$ cat config.mk
export PLATFORM = sky130hd
export DESIGN_NAME = seg7_scan_mux_flat
export DESIGN_NICKNAME = d
export VERILOG_FILES = /design/src/rtl/seg7_scan_mux_if.sv /design/src/rtl/seg7_scan_mux.sv /design/src/flat_wrapper.sv
export SDC_FILE = /design/constraint.sdc
export NUM_CORES = 1
export LEC_CHECK = 0
export CORE_UTILIZATION = 45
export CTS_BUF_LIST = sky130_fd_sc_hd__clkbuf_16
export CTS_CLUSTER_SIZE = 16
export DETAILED_ROUTE_END_ITERATION = 12
export PLACE_DENSITY = 0.7
export SETUP_SLACK_MARGIN = 0.4
export SYNTH_ARGS = -nofsm -noshare
export SYNTH_HDL_FRONTEND = slang
export SYNTH_SLANG_ARGS = --single-unit
$ cat constraint.sdc
create_clock -name clk -period 3.9 [get_ports clk]
set_input_delay 0.39 -clock clk [delete_from_list [all_inputs] [get_ports clk]]
set_output_delay 0.39 -clock clk [all_outputs]
set_load 0.03 [all_outputs]
$ cat src/rtl/seg7_scan_mux_if.sv
// Display bus between the stopwatch/timer logic and the seven-segment scan driver.
// Latency: none (wires only).
// Backpressure: none; the driver samples levels, and the display consumes the outputs continuously.
interface seg7_scan_mux_if;
    logic [15:0] digits;
    logic [3:0]  dp_mask;
    logic [3:0]  blink_mask;
    logic        blink_en;
    logic        blank_lz;
    logic [3:0]  an;
    logic [6:0]  seg;
    logic        dp;

    // Timer/stopwatch side: supplies digit data and display modes.
    modport master (
        output digits, dp_mask, blink_mask, blink_en, blank_lz,
        input  an, seg, dp
    );

    // Scan driver side.
    modport slave (
        input  digits, dp_mask, blink_mask, blink_en, blank_lz,
        output an, seg, dp
    );
endinterface

$ cat src/rtl/seg7_scan_mux.sv
// Four-digit multiplexed seven-segment driver, stepped by the divided scan_clk.
// Latency: a scan_clk rise first sampled at clk edge N updates the outputs at edge N+3.
// Backpressure: none; the outputs hold between refresh ticks and freeze if scan_clk stops toggling.
module seg7_scan_mux #(
    parameter int BLINK_EDGES = 256
) (
    input  logic           clk,
    input  logic           reset,
    input  logic           scan_clk,
    seg7_scan_mux_if.slave disp
);

    localparam int CNT_W = $clog2(BLINK_EDGES);

    // Synchronizer, edge-detect delay and registered tick.
    logic sync1_q, sync1_d;
    logic sync2_q, sync2_d;
    logic sync3_q, sync3_d;
    logic tick_q, tick_d;

    // Scan state.
    logic [1:0]       idx_q, idx_d;
    logic [15:0]      snap_q, snap_d;
    logic [CNT_W-1:0] cnt_q, cnt_d;
    logic             phase_q, phase_d;

    // Registered display outputs.
    logic [3:0] an_q, an_d;
    logic [6:0] seg_q, seg_d;
    logic       dp_q, dp_d;

    // Working values for the slot being loaded.
    logic [1:0]  nxt_idx;
    logic [15:0] frame;
    logic [3:0]  digit;
    logic        lz3, lz2, lz1, blank;

    // Map a BCD nibble to active-low segments {g..a}; non-BCD values show a dash.
    function automatic logic [6:0] seg_decode(input logic [3:0] v);
        logic [6:0] s;
        case (v)
            4'd0:    s = 7'h40;
            4'd1:    s = 7'h79;
            4'd2:    s = 7'h24;
            4'd3:    s = 7'h30;
            4'd4:    s = 7'h19;
            4'd5:    s = 7'h12;
            4'd6:    s = 7'h02;
            4'd7:    s = 7'h78;
            4'd8:    s = 7'h00;
            4'd9:    s = 7'h10;
            default: s = 7'h3F;
        endcase
        return s;
    endfunction

    // Bring scan_clk into the clk domain and flag each rising edge for one cycle.
    always_comb begin
        sync1_d = scan_clk;
        sync2_d = sync1_q;
        sync3_d = sync2_q;
        tick_d  = sync2_q & ~sync3_q;
    end

    // Advance the slot, snapshot at frame start, run the blink timer and build the outputs.
    always_comb begin
        idx_d   = idx_q;
        snap_d  = snap_q;
        cnt_d   = cnt_q;
        phase_d = phase_q;
        an_d    = an_q;
        seg_d   = seg_q;
        dp_d    = dp_q;

        nxt_idx = idx_q + 2'd1;
        // Slot 0 of a new frame shows the digits captured on this same tick.
        frame   = (idx_q == 2'd3) ? disp.digits : snap_q;
        digit   = frame[{nxt_idx, 2'b00} +: 4];

        // A leading zero blanks only if every digit to its left is also blank.
        lz3 = (frame[15:12] == 4'd0);
        lz2 = lz3 && (frame[11:8] == 4'd0);
        lz1 = lz2 && (frame[7:4] == 4'd0);
        case (nxt_idx)
            2'd3:    blank = disp.blank_lz && lz3;
            2'd2:    blank = disp.blank_lz && lz2;
            2'd1:    blank = disp.blank_lz && lz1;
            default: blank = 1'b0;
        endcase

        if (tick_q) begin
            idx_d = nxt_idx;
            if (idx_q == 2'd3) begin
                snap_d = disp.digits;
            end

            // The blink timer runs even with blinking disabled, so the phase stays steady.
            if (cnt_q == CNT_W'(BLINK_EDGES - 1)) begin
                cnt_d   = '0;
                phase_d = ~phase_q;
            end else begin
                cnt_d = cnt_q + CNT_W'(1);
            end

            seg_d = blank ? 7'h7F : seg_decode(digit);
            dp_d  = ~disp.dp_mask[nxt_idx];
            an_d  = ~(4'b0001 << nxt_idx);
            // Use the phase in effect before this tick's toggle, which keeps each blink window whole.
            if (disp.blink_en && phase_q && disp.blink_mask[nxt_idx]) begin
                an_d = 4'b1111;
            end
        end
    end

    // State and output registers with synchronous reset.
    always_ff @(posedge clk) begin
        if (reset) begin
            sync1_q <= 1'b0;
            sync2_q <= 1'b0;
            sync3_q <= 1'b0;
            tick_q  <= 1'b0;
            idx_q   <= 2'd0;
            snap_q  <= 16'h0000;
            cnt_q   <= '0;
            phase_q <= 1'b0;
            an_q    <= 4'b1111;
            seg_q   <= 7'h7F;
            dp_q    <= 1'b1;
        end else begin
            sync1_q <= sync1_d;
            sync2_q <= sync2_d;
            sync3_q <= sync3_d;
            tick_q  <= tick_d;
            idx_q   <= idx_d;
            snap_q  <= snap_d;
            cnt_q   <= cnt_d;
            phase_q <= phase_d;
            an_q    <= an_d;
            seg_q   <= seg_d;
            dp_q    <= dp_d;
        end
    end

    assign disp.an  = an_q;
    assign disp.seg = seg_q;
    assign disp.dp  = dp_q;

endmodule

$ cat src/flat_wrapper.sv
// flat-port wrapper written by rule: the top's interface ports become plain ports
module seg7_scan_mux_flat 
#(
    parameter int BLINK_EDGES = 256
)
  (clk, reset, scan_clk, disp_digits, disp_dp_mask, disp_blink_mask, disp_blink_en, disp_blank_lz, disp_an, disp_seg, disp_dp);
  seg7_scan_mux_if disp_i ();
  input  logic clk;
  input  logic reset;
  input  logic scan_clk;
  input wire logic [$bits(disp_i.digits)-1:0] disp_digits;
  input wire logic [$bits(disp_i.dp_mask)-1:0] disp_dp_mask;
  input wire logic [$bits(disp_i.blink_mask)-1:0] disp_blink_mask;
  input wire logic [$bits(disp_i.blink_en)-1:0] disp_blink_en;
  input wire logic [$bits(disp_i.blank_lz)-1:0] disp_blank_lz;
  output wire logic [$bits(disp_i.an)-1:0] disp_an;
  output wire logic [$bits(disp_i.seg)-1:0] disp_seg;
  output wire logic [$bits(disp_i.dp)-1:0] disp_dp;
  assign disp_i.digits = disp_digits;
  assign disp_i.dp_mask = disp_dp_mask;
  assign disp_i.blink_mask = disp_blink_mask;
  assign disp_i.blink_en = disp_blink_en;
  assign disp_i.blank_lz = disp_blank_lz;
  assign disp_an = disp_i.an;
  assign disp_seg = disp_i.seg;
  assign disp_dp = disp_i.dp;
  seg7_scan_mux #(.BLINK_EDGES(BLINK_EDGES)) u_core (.clk(clk), .reset(reset), .scan_clk(scan_clk), .disp(disp_i));
endmodule
==> out/qor.txt, run 1 <==
outcome - finished, final reports clean
Max Cap Viol - 0
layout cells sized above 1 - 8.96%
clock latency on the worst-skew pair - 0.28 ns
per-cell routed wire length - 13.9 microns
DR DRC count - 0
clock root buffer master - clkbuf_16
H-tree depth - 2
vias per cell - 5.34
Synth Instances - 241
Mapped Area - 2230 sq um
Final WS setup - 0.718 ns
TritonCTS clock tree - built
synth warn - 0
total wire length - 4810 microns
Post-synth EDFFs - 0
PortBufs - 40
Synth area leader - dfxtp_1
Leakage - 1.07 nW
maximum fanout along the worst path - 10
total track usage - 20.1%
Arrival @ worst endpoint - 3.34 ns
footprint of the multi-input gates - 1280 sq um
vias in the first global route - 1733
initial antenna violation count - 0
setup bufs post-CTS - 0
maximum clock insertion buffer count - 2
largest net degree at the start of global routing - 28
Tcrit/Tclk final - 81.6%
Placed Instances - 338
Filler cells - 435
minimum clock period after layout - 3.18 ns
Main synth FF type - dfxtp_1
Sink Count - 43
Chip Width - 72.5 microns
DRT iter0 DRCs - 61
final net count - 318
total number of vias - 1849
most frequent cells in the layout - 43 x dfxtp_1, 42 x nand2_1, 40 x clkdlybuf4s50_1
antenna viol nets, final - 0
CTS Hold Bufs - 0
Critical Path Sink Type - register
Setup TNS - 0 ns
Critical Path RT - 4.06 ns
unrepaired setup endpoints after global routing - no
Fmax - 314 MHz
Mean Syn Cell Area - 9.27 sq um
n_diodes - 0
top post-synthesis cells by area - dfxtp_1 39%, nand2_1 7.1%, mux2i_1 6.3%
WHS - 0.402 ns
HP Class - register to register
first-pass iteration count of the detailed router - 4
most common cell after layout, fill and taps aside - dfxtp_1
core area - 4750 sq um
die height - 72.5 microns
Yosys cell types - 40
worst vdd ir - 211 uV
DP Worst Slack - 0.639 ns
first-pass GRT wire length - 8030 microns
register area share after synthesis - 38.5%
GP Congestion - 0.853
Slew Viols, Final - 0
clock-pin slew on the worst setup and hold paths - 0.06 ns
Die ar. - 5250 sq um
Area after DPL - 2680 sq um
Remaining Overflow, GRT - 0
final hold violations - 0
post-route design area - 2850 sq um
Layout Cells excl Fill - 346
Ports - 41
storage element area - 861 sq um
max_slew headroom - 48.1%
Worst-Margin Slew - 0.773 ns
Area growth syn-to-layout - 27.6%
syn_nets - 281
count of final setup violators - 0
# rows - 25
Critical Path Start Type - register
asr flop ratio synth - 0%
critical path class - register to register
Post-DP HPWL - 3580 microns
top-area cell type share of the netlist area - 38.5%
pwr dens - 355 nW/um^2
CTS buffer count - 5
initial core utilization - 47.0%
flops & latches, synth - 43
Worst Skew - 0.00355 ns
-- cells in the mapped netlist, types with 3 or more instances --
library cell   n
dfxtp_1       43
buf_2          3
clkbuf_1       8
o21ai_0        9
a22oi_1        3
a21oi_1       17
xnor2_1        5
nor2_1        23
mux4_2         6
nand2_1       42
nand4_1        3
nor3_1         3
mux2i_1       14
ha_1          11
inv_1          6
xor2_1         4
o211ai_1       3
a211oi_1       6
nor4_1         3
mux4_1         3
nor2b_1        4
-- path summary, 6_finish.rpt --
kind / start / to / slack, ns / cells after the start
hold / removal: u_core.sync3_q / u_core.tick_q / 0.40 / 1
hold reg to reg: u_core.sync3_q / u_core.tick_q / 0.40 / 1
setup / recovery: u_core.idx_q[0] / u_core.disp.seg[6] / 0.72 / 9
setup reg to reg: u_core.idx_q[0] / u_core.disp.seg[6] / 0.72 / 9
-- state kept, by name, summed over array words and instances, names as in the netlist --
signal           cells
u_core.cnt_q         8
u_core.disp.an       4
u_core.disp.dp       1
u_core.disp.seg      7
u_core.idx_q         2
u_core.phase_q       1
u_core.snap_q       16
u_core.sync1_q       1
u_core.sync2_q       1
u_core.sync3_q       1
u_core.tick_q        1
-- critical path: stages (launching register included) --
cell and delay [ns]:
dfxtp_1 0.59, inv_2 0.18, ha_1 0.61, mux4_2 0.37, mux2i_1 0.35, inv_1 0.12
ha_1 0.21, mux2_4 0.27, a221oi_2 0.26, o21ai_1 0.09
-- stage by stage --
step	power, mW	util, %
after floorplan	0.503	-
after global placement	0.549	56.4
after detailed placement	0.550	56.4
after CTS	1.02	59.9
after global routing	1.05	59.9
final	1.01	59.9
-- cells by family (layout without fill, tap and decap cells) --
logic type | count (synthesis) | in the layout | share of synthesized area [%]
AOI/OAI and AO/OA | 44 | 44 | 12.0
xor gates and xnor gates | 9 | 9 | 3.53
adders and majority gates | 11 | 11 | 6.16
buffers and inverters | 21 | 59 | 4.03
DFF | 43 | 43 | 38.5
muxes | 28 | 28 | 19.2
and+or+nand+nor | 85 | 85 | 16.5
-- routing by layer --
metal / GRT usage (%) / share of wire [%]
met3: 5.69 / 4.2
met1: 25.5 / 46
met4: 7.19 / 1.9
met2: 32.7 / 48
met5: 0 / 0
-- repair_timing --
action | CTS | global route
setup endpoints to repair | 0 | 1
hold endpoints to repair | 0 | 0
gates resized for setup | 0 | 1
-- power by group --
group | switching (mW) | internal (mW)
Sequential | 0.00550 | 0.446
Clock | 0.170 | 0.302
Combinational | 0.0404 | 0.0485
Total | 0.215 | 0.796
-- cell type report --
cell class	count	share of cell area (%)
clock buffer	5	4.39
clock inverter	3	1.49
inverter	8	1.05
multi-input combinational	177	45.1
sequential	43	30.2
tap	67	2.94
timing repair buffer	43	14.8
No activity file was read; power rests on OpenSTA's default activity.
==> run 2, diff against run 1 <==
- PLACE_DENSITY: 0.7 -> 0.73
- clock period: 3.9 -> 2.7 ns (I/O delays scaled with it)
==> run 2 against run 1 <==
Net effect:
- setup slack worse by 0.47 ns
- combinational power grew 68%
- non-clock buffer count is 22 higher
- sequential power grew 44%
- critical path depth unchanged
- routed wire length rose by 16%
- critical path type unchanged
==> out/qor.txt, run 2 (synthesized netlist as in run 1, its figures left out) <==
DRT iter0 DRCs - 83 (+36%)
vias per cell - 5.33 (-0.23%)
core area - 4750 sq um (unchanged)
reg-to-reg slack, setup - 0.25 ns (-0.47 ns)
CTS Hold Bufs - 0 (unchanged)
pwr dens - 442 nW/um^2 (+25%)
worst vdd ir - 303 uV (+44%)
Critical Path Start Type - register
Remaining Overflow, GRT - 0 (unchanged)
most used routing layer - met2
most common cell after layout, fill and taps aside - nand2_1
grt met3 use - 3.47% (-2.2 points)
antenna viol nets, final - 0 (unchanged)
maximum clock insertion buffer count - 2 (unchanged)
Sink Count - 43 (unchanged)
PortBufs - 40 (unchanged)
vias in the first global route - 1886 (+8.8%)
final net count - 340 (+6.9%)
H-tree depth - 2 (unchanged)
HP Class - register to register
Worst Skew - 0.00581 ns (+0.00226 ns)
Slew Viols, Final - 0 (unchanged)
minimum clock period after layout - 2.45 ns (-0.734 ns)
met1 Use GR - 27.4% (+1.9 points)
DR DRC count - 0 (unchanged)
initial antenna violation count - 0 (unchanged)
Pwr Total - 1.40 mW (+39%)
Chip Width - 72.5 microns (unchanged)
n_diodes - 0 (unchanged)
per-cell routed wire length - 15.2 microns (+9.3%)
final hold violations - 0 (unchanged)
largest net degree at the start of global routing - 27 (-3.6%)
Ports - 41 (unchanged)
CTS buffer count - 5 (unchanged)
max_slew headroom - 62.4% (+14 points)
initial core utilization - 47.0% (unchanged)
Setup TNS - 0 ns (unchanged)
Critical Path RT - 2.85 ns (-1.21 ns)
Area growth syn-to-layout - 41.8%
maximum fanout along the worst path - 6 (-4)
unrepaired setup endpoints after global routing - yes
total track usage - 22.1% (+2.0 points)
worst flop-to-flop path endpoint - u_core.disp.seg[0]
most frequent cells in the layout - 42 x nand2_1, 41 x dfxtp_1, 40 x clkdlybuf4s50_1
outcome - finished, final reports clean
Largest register FFs - 16 (unchanged)
layout cells sized above 1 - 20.9% (+12 points)
GP Congestion - 0.836 (-2.1%)
total number of vias - 1962 (+6.1%)
Arrival @ worst endpoint - 2.60 ns (-0.74 ns)
RR Startpoint - u_core.idx_q[0]
Worst Reg-to-Reg Cells - 9 (unchanged)
critical path class - register to register
Die ar. - 5250 sq um (unchanged)
clock-pin slew on the worst setup and hold paths - 0.06 ns (about the same)
total wire length - 5590 microns (+16%)
Critical Path Sink Type - register
Hold Startpoint - u_core.sync3_q
Worst-Margin Slew - 0.558 ns (-0.215 ns)
first-pass GRT wire length - 8830 microns (+9.9%)
GR Layer Usage met2 - 37.9% (+5.2 points)
Fmax - 409 MHz (+30%)
Leakage - 1.18 nW (+11%)
Largest Register - u_core.snap_q
TritonCTS clock tree - built
Max Cap Viol - 0 (unchanged)
Tcrit/Tclk final - 90.6% (+9.1 points)
WHS Path Cells - 1 (unchanged)
Post-DP HPWL - 3540 microns (-1.1%)
clock root buffer master - clkbuf_16
clock latency on the worst-skew pair - 0.29 ns (about the same)
count of final setup violators - 0 (unchanged)
WHS Endpoint - u_core.tick_q
first-pass iteration count of the detailed router - 4 (unchanged)
# rows - 25 (unchanged)
die height - 72.5 microns (unchanged)
## run 2: how the worst max path moves through the flow
stage                               start                 end  slack, ns  cells after the start
after detailed placement  u_core.idx_q[1]  u_core.disp.seg[6]       0.13                      8
final                     u_core.idx_q[0]  u_core.disp.seg[0]       0.25                      9
after global routing      u_core.idx_q[0]  u_core.disp.seg[2]       0.17                      9
after floorplan           u_core.idx_q[0]  u_core.disp.seg[6]       0.35                     11
after CTS                 u_core.idx_q[0]  u_core.disp.seg[2]       0.35                      9
after global placement    u_core.idx_q[1]  u_core.disp.seg[6]       0.19                      6
## run 2: what timing repair did
item | in CTS | in global routing
endpoints found under the setup margin | 7 | 7
gates resized for setup | 11 | 13
buffers inserted | 19 | 2
pin swaps | 3 | 4
## run 2: layout make-up
| type | instances | area, sq um |
|---|---|---|
| Fill cell | 374 | 1590 |
| Multi-Input combinational cell | 177 | 1410 |
| Sequential cell | 43 | 868 |
| Timing Repair Buffer | 65 | 623 |
| Clock buffer | 5 | 125 |
| Tap cell | 67 | 83.8 |
| Inverter | 8 | 37.5 |
| Clock inverter | 3 | 20.0 |
## run 2: power breakdown
group	total (mW)	switching, mW	internal, mW	leakage, nW
Combinational	0.149	0.0671	0.0820	0.764
Sequential	0.650	0.00835	0.642	0.350
Clock	0.602	0.261	0.341	0.0658
## run 2: through the flow
stage | area, sq um | util, % | setup slack, ns | hold WS [ns] | std cells
final | 3170 | 66.6 | 0.253 | 0.389 | 368
after global placement | 2750 | 57.8 | 0.193 | 0.373 | 339
after detailed placement | 2750 | 57.8 | 0.133 | 0.382 | 339
after CTS | 3090 | 64.9 | 0.347 | 0.390 | 366
after global routing | 3170 | 66.6 | 0.173 | 0.391 | 368
after floorplan | 2310 | - | 0.347 | 0.367 | 241
## run 2: metal layers
| layer | vias to the layer above | share of wire, % |
|---|---|---|
| met5 | - | 0 |
| met4 | 0 | 1.5 |
| met3 | 8 | 2.7 |
| met2 | 42 | 52 |
| met1 | 947 | 44 |
| li1 | 965 | - |
## run 2: critical path: stages (launching register included)
cell and delay, ns:
dfxtp_4 0.38, ha_4 0.20, buf_6 0.14, mux2i_2 0.15, mux4_2 0.56, buf_4 0.17
ha_1 0.20, mux2_2 0.26, a22oi_1 0.14, o211ai_1 0.11
==> RTL change 1 (flow settings as in run 1) <==
`BLINK_EDGES` is set to 256 in 2 places; all go to 128.
--- a/src/rtl/seg7_scan_mux.sv
+++ b/src/rtl/seg7_scan_mux.sv
@@ -2,7 +2,7 @@
 // Latency: a scan_clk rise first sampled at clk edge N updates the outputs at edge N+3.
 // Backpressure: none; the outputs hold between refresh ticks and freeze if scan_clk stops toggling.
 module seg7_scan_mux #(
-    parameter int BLINK_EDGES = 256
+    parameter int BLINK_EDGES = 128
 ) (
     input  logic           clk,
     input  logic           reset,
--- a/src/flat_wrapper.sv
+++ b/src/flat_wrapper.sv
@@ -1,7 +1,7 @@
 // flat-port wrapper written by rule: the top's interface ports become plain ports
 module seg7_scan_mux_flat 
 #(
-    parameter int BLINK_EDGES = 256
+    parameter int BLINK_EDGES = 128
 )
   (clk, reset, scan_clk, disp_digits, disp_dp_mask, disp_blink_mask, disp_blink_en, disp_blank_lz, disp_an, disp_seg, disp_dp);
   seg7_scan_mux_if disp_i ();
Check against the original RTL: same outputs for any inputs over 10 cycles, from zero or initial values and one cycle with reset high; that may be too few to reach the edited logic, so the function may still have changed.
==> RTL change 1 against run 1 <==
  * Sequential cell count is 1 lower
  * Area after synthesis decreased by 0.84%
  * Sequential power decreased by 2%
  * Total power is 10% lower
  * Cell area down 2.8%
  * Global-route usage increased by 0.20 points
  * Wire length shrank 0.42%
  * Worst setup slack better by 0.15 ns
  * Critical path type unchanged
  * Critical endpoint is now u_core.disp.seg[3]$_SDFFE_PP1P_
  * Largest cell class unchanged
==> RTL change 1: results (changes against run 1) <==
* Status: completed
* Area contributors post-synth: dfxtp_1 38%, mux4_2 9.2%, nand2_1 7.1%, ha_1 6.2%, a21oi_1 5.6%
* Nature of the critical path endpoint: flip-flop
* Worst path slowest cell: ha_1
* Placer Congestion at 0.8557 (+0.27%)
* Clock skew at 0.008013 ns (+0.004461 ns)
* Post-DP HPWL at 3506 µm (-2.1%)
* Detailed-route wire length per cell at 14.08 µm (+1.3%)
* Layout cell share with drive strength beyond 1 at 0.09524 (+0.005632)
* Commonest cells in the netlist: 42 x dfxtp_1, 42 x nand2_1, 25 x a21oi_1
* Initial antenna violation count at 0 (unchanged)
* Peak supply drop at 200.8 µV (-5.0%)
* Worst hold-check path type: flip-flop to flip-flop
* Cell Area, Placed at 2631 µm² (-1.8%)
* Internal power at 708.7 µW (-11%)
* Vias in the first global route at 1702 (-1.8%)
* Fillers at 426 (-2.1%)
* Yosys cell types at 43 (+7.5%)
* Pre-CTS setup slack at 0.7397 ns (+0.1007 ns)
* Clock latency on the worst-skew pair at 0.28 ns (about the same)
* NumNets Final at 312 (-1.9%)
* DR vias at 1810 (-2.1%)
* Register area share after synthesis at 0.3797 (-0.005773)
* Critical path's largest stage delay at 0.61 ns (about the same)
* Leak pwr at 0.001024 µW (-3.9%)
* Gr usage total at 0.2031 (+0.001960)
* Max_slew headroom at 0.3169 (-0.1644)
* Hold Fails Final Rpt at 0 (unchanged)
* Root Buffer Master: clkbuf_16
* Number of DRC markers in iteration 0 at 110 (+80%)
* Ys Warns at 0 (unchanged)
* Ant diodes at 0 (unchanged)
* Largest register FFs at 16 (unchanged)
* First-pass GRT wire length at 8093 µm (+0.77%)
* H-tree Lvls at 2 (unchanged)
* CTS Buffer Depth at 2 (unchanged)
* Crit path arrival time at 3.15 ns (-0.19 ns)
* Synthesized Nets at 279 (-0.71%)
* Synth Flop Type: dfxtp_1
* Largest net degree at the start of global routing at 27 (-3.6%)
## RTL change 1: cell count changes after synthesis, moves of 4 or more
cell | before | now
a211oi_1 | 6 | 1
xnor2_1 | 5 | 1
a21oi_1 | 17 | 25
nor2_1 | 23 | 17
or2_2 | 0 | 4
## RTL change 1: cell type report
type | instances | area, µm² | area share
Timing Repair Buffer | 41 | 407.9 | 0.1472
Multi-Input combinational cell | 173 | 1267 | 0.4573
Clock buffer | 5 | 125.1 | 0.04515
Clock inverter | 3 | 12.51 | 0.004515
Sequential cell | 42 | 840.8 | 0.3034
Inverter | 9 | 33.78 | 0.01219
Tap cell | 67 | 83.83 | 0.03025
## RTL change 1: routing by layer
metal / GRT usage / up-vias / wire length [µm] / share of wire
met2: 0.3136 / 40 / 2208 / 0.46
li1: - / 907 / - / -
met3: 0.03889 / 8 / 142 / 0.030
met4: 0.08279 / 0 / 81 / 0.017
met5: 0 / - / 0 / 0
met1: 0.2803 / 855 / 2354 / 0.49
## RTL change 1: what timing repair did
item / CTS / global route
hold buffers: 0 / 0
endpoints found under the setup margin: 0 / 1
resized for setup: 0 / 1
hold endpoints to repair: 0 / 0
## RTL change 1: worst paths after layout
| check | from | endpoint | slack, ns | cells after the start |
|---|---|---|---|---|
| max reg2reg | u_core.idx_q[0]$_SDFFE_PP0P_ | u_core.disp.seg[3]$_SDFFE_PP1P_ | 0.87 | 7 |
| max | u_core.idx_q[0]$_SDFFE_PP0P_ | u_core.disp.seg[3]$_SDFFE_PP1P_ | 0.87 | 7 |
| min | u_core.sync3_q$_SDFF_PP0_ | u_core.tick_q$_SDFF_PP0_ | 0.38 | 1 |
| min reg2reg | u_core.sync3_q$_SDFF_PP0_ | u_core.tick_q$_SDFF_PP0_ | 0.38 | 1 |
## RTL change 1: metrics by stage
step,util,std cells
final,0.5868,340
after global routing,0.5868,340
after CTS,0.5862,340
after detailed placement,0.5571,332
after global placement,0.5571,332
after floorplan,-,239
## RTL change 1: logic make-up after synthesis
family,after synthesis,synth area share
xor gates and xnor gates,5,0.01977
muxes,22,0.1582
and+or+nand+nor,86,0.1819
AOI/OAI and AO/OA,49,0.1492
buffers and inverters,24,0.04915
adders and majority gates,11,0.06215
DFF,42,0.3797
## RTL change 1: power by group through the flow
stage | logic, µW | clock network [µW] | registers, µW
2_1_floorplan | 29.3 | 0 | 452
3_3_place_gp | 75.2 | 0 | 450
3_5_place_dp | 75.3 | 0 | 450
4_1_cts | 75.7 | 402 | 440
5_1_grt | 80.8 | 416 | 441
6_report | 75.6 | 390 | 440
==> RTL change 2 (config.mk and constraints of run 1) <==
Made on the original files. Make the reset (`reset`) asynchronous in one clocked block. Comments in the files are not updated.
--- a/src/rtl/seg7_scan_mux.sv
+++ b/src/rtl/seg7_scan_mux.sv
@@ -113,7 +113,7 @@
     end
 
     // State and output registers with synchronous reset.
-    always_ff @(posedge clk) begin
+    always_ff @(posedge clk or posedge reset) begin
         if (reset) begin
             sync1_q <= 1'b0;
             sync2_q <= 1'b0;
Formal check against the unedited RTL: differs if reset is asserted again (counterexample within 10 cycles, from zero or initial values and one cycle with reset high); with reset held inactive, the same outputs for 10 cycles.
==> RTL change 2 against run 1 <==
  * Synthesized cell count is 19% lower
  * Die area increased by 5.2%
  * Via count is 10% lower
  * Wire length decreased by 6.3%
  * Sequential cell count stayed put
  * Worst setup slack better by 0.0022 ns
  * Critical path depth unchanged
  * Utilization up 0.54 points
  * Cell area grew 3.6%
  * Area after synthesis rose by 5.4%
Power is not compared: it rests on default switching activity, and its combinational part moved more than twofold at a synthesized area within 25%.
==> RTL change 2: results (changes against run 1) <==
* Register area share after synthesis at 0.4636 (+0.07815)
* Critical path's largest stage delay at 0.60 ns
* Tightest Pin Transition at 0.6652 ns (-0.1083 ns)
* H-tree Lvls at 2 (unchanged)
* Clock Pin Slew Worst Setup and Hold Paths at 0.06 ns (about the same)
* First-pass GRT wire length at 7652 µm (-4.7%)
* Number of DRC markers in iteration 0 at 115 (+89%)
* Worst hold-check path type: flip-flop to flip-flop
* Pre-CTS setup slack at 0.6093 ns (-0.02976 ns)
* Worst path slowest cell: ha_2
* DR WL met2 at 2096 µm (-9.0%)
* Cell Area, Placed at 2808 µm² (+4.8%)
* Largest Register: u_core.snap_q
* Clock skew at 0.007400 ns (+0.003848 ns)
* Post-synth ARST share at 1.000 (+1.000)
* Largest net degree at the start of global routing at 44 (+57%)
* Commonest cells in the netlist: 31 x dfrtp_1, 18 x a21oi_1, 18 x nor2_1
* Post-route insts no fill at 306 (-12%)
* Vias in the first global route at 1573 (-9.2%)
* Gr usage total at 0.1912 (-0.01000)
* Post-CTS Setup Repair Bufs at 0 (unchanged)
* CTS-repair resized insts at 0 (unchanged)
* Post-DP HPWL at 3247 µm (-9.3%)
* Syn_area_per_cell at 12.01 µm² (+30%)
* M1 WL at 2156 µm (-2.4%)
* Largest register FFs at 16 (unchanged)
* Root Buffer Master: clkbuf_16
* Fillers at 439 (+0.92%)
* Placer Congestion at 0.7851 (-8.0%)
* Top sig layer: met4
* Startpoint types: flip-flop
* Synthesized Nets at 236 (-16%)
* Largest fanout on the critical path at 11 (+1)
* Routed wire length at 4505 µm (-6.3%)
* Critical R2R Launch: u_core.idx_q[0]$_DFFE_PP0P_
* Peak supply drop at 433.1 µV
* Leak pwr at between 0.001 and 0.0015 µW
* Crit path max-delay family: multiplexers
* Power Dens Cells at 874.3 nW/µm²
* Initial antenna violation count at 0 (unchanged)
* Status: completed
* Ys Warns at 0 (unchanged)
* Layout cell share with drive strength beyond 1 at 0.1841 (+0.09449)
* NumNets Final at 278 (-13%)
* Inst Count DP at 298 (-12%)
* Met1 usage at 0.2672 (+0.01171)
* Vias per Instance at 5.418 (+1.4%)
* Ant diodes at 0 (unchanged)
* Yosys cell types at 41 (+2.5%)
* Area contributors post-synth: dfrtp_1 33%, dfstp_2 13%, mux4_1 10%, ha_1 5.8%, mux2_2 5.7%
* Met3 usage at 0.05285 (-0.004099)
* CTS Buffer Depth at 2 (unchanged)
* Clock latency on the worst-skew pair at 0.29 ns
* Inserted Clock Buffers at 5 (unchanged)
* Met2 Resource Use GR at 0.2838 (-0.04326)
* Hold Crit Start: u_core.sync1_q$_DFF_PP0_
* Synth Flop Type: dfrtp_1
* WL met3 at 168 µm (-17%)
* DRT Pass-1 Iters at 4 (unchanged)
* Port Buf Inserts at 40 (unchanged)
## RTL change 2: report_power, final
group | total, µW | switching, µW | internal, µW | leakage [µW]
clock | 398 | 164 | 233 | 0.0000710
combinational | 1370 | 696 | 673 | 0.000669
sequential | 814 | 143 | 672 | 0.000493
total | 2580 | 1000 | 1580 | 0.00123
## RTL change 2: per-stage QoR
| step | power (µW) | hold WS [ns] |
|---|---|---|
| after floorplan | 1879 | 0.3312 |
| after global placement | 2161 | 0.3354 |
| after detailed placement | 2185 | 0.3371 |
| after CTS | 2599 | 0.3642 |
| after global routing | 2791 | 0.3751 |
| final | 2581 | 0.3626 |
## RTL change 2: logic make-up after synthesis
family / count (synthesis) / share of synthesized area
flops: 43 / 0.4636
mux: 34 / 0.2275
xor+xnor: 6 / 0.02233
simple gates: 50 / 0.1037
fa+ha+maj: 11 / 0.05848
buf+inv: 19 / 0.03987
compound gates: 33 / 0.08454
## RTL change 2: final timing paths
check | end | slack, ns | depth (start not counted)
max in group asynchronous | u_core.disp.seg[4]$_DFFE_PP1P_ | 2.97 | 3
worst max-delay path | u_core.disp.seg[0]$_DFFE_PP1P_ | 0.72 | 9
worst min-delay path | u_core.sync2_q$_DFF_PP0_ | 0.36 | 0
worst max register to register | u_core.disp.seg[0]$_DFFE_PP1P_ | 0.72 | 9
min in group asynchronous | u_core.idx_q[1]$_DFFE_PP0P_ | 0.55 | 3
worst min register to register | u_core.sync2_q$_DFF_PP0_ | 0.36 | 0
## RTL change 2: cell type report
class / count / area share
Clock buffer: 5 / 0.04239
Clock inverter: 3 / 0.005511
Inverter: 11 / 0.01399
Multi-Input combinational cell: 134 / 0.3968
Sequential cell: 43 / 0.3696
Tap cell: 67 / 0.02840
Timing Repair Buffer: 43 / 0.1433
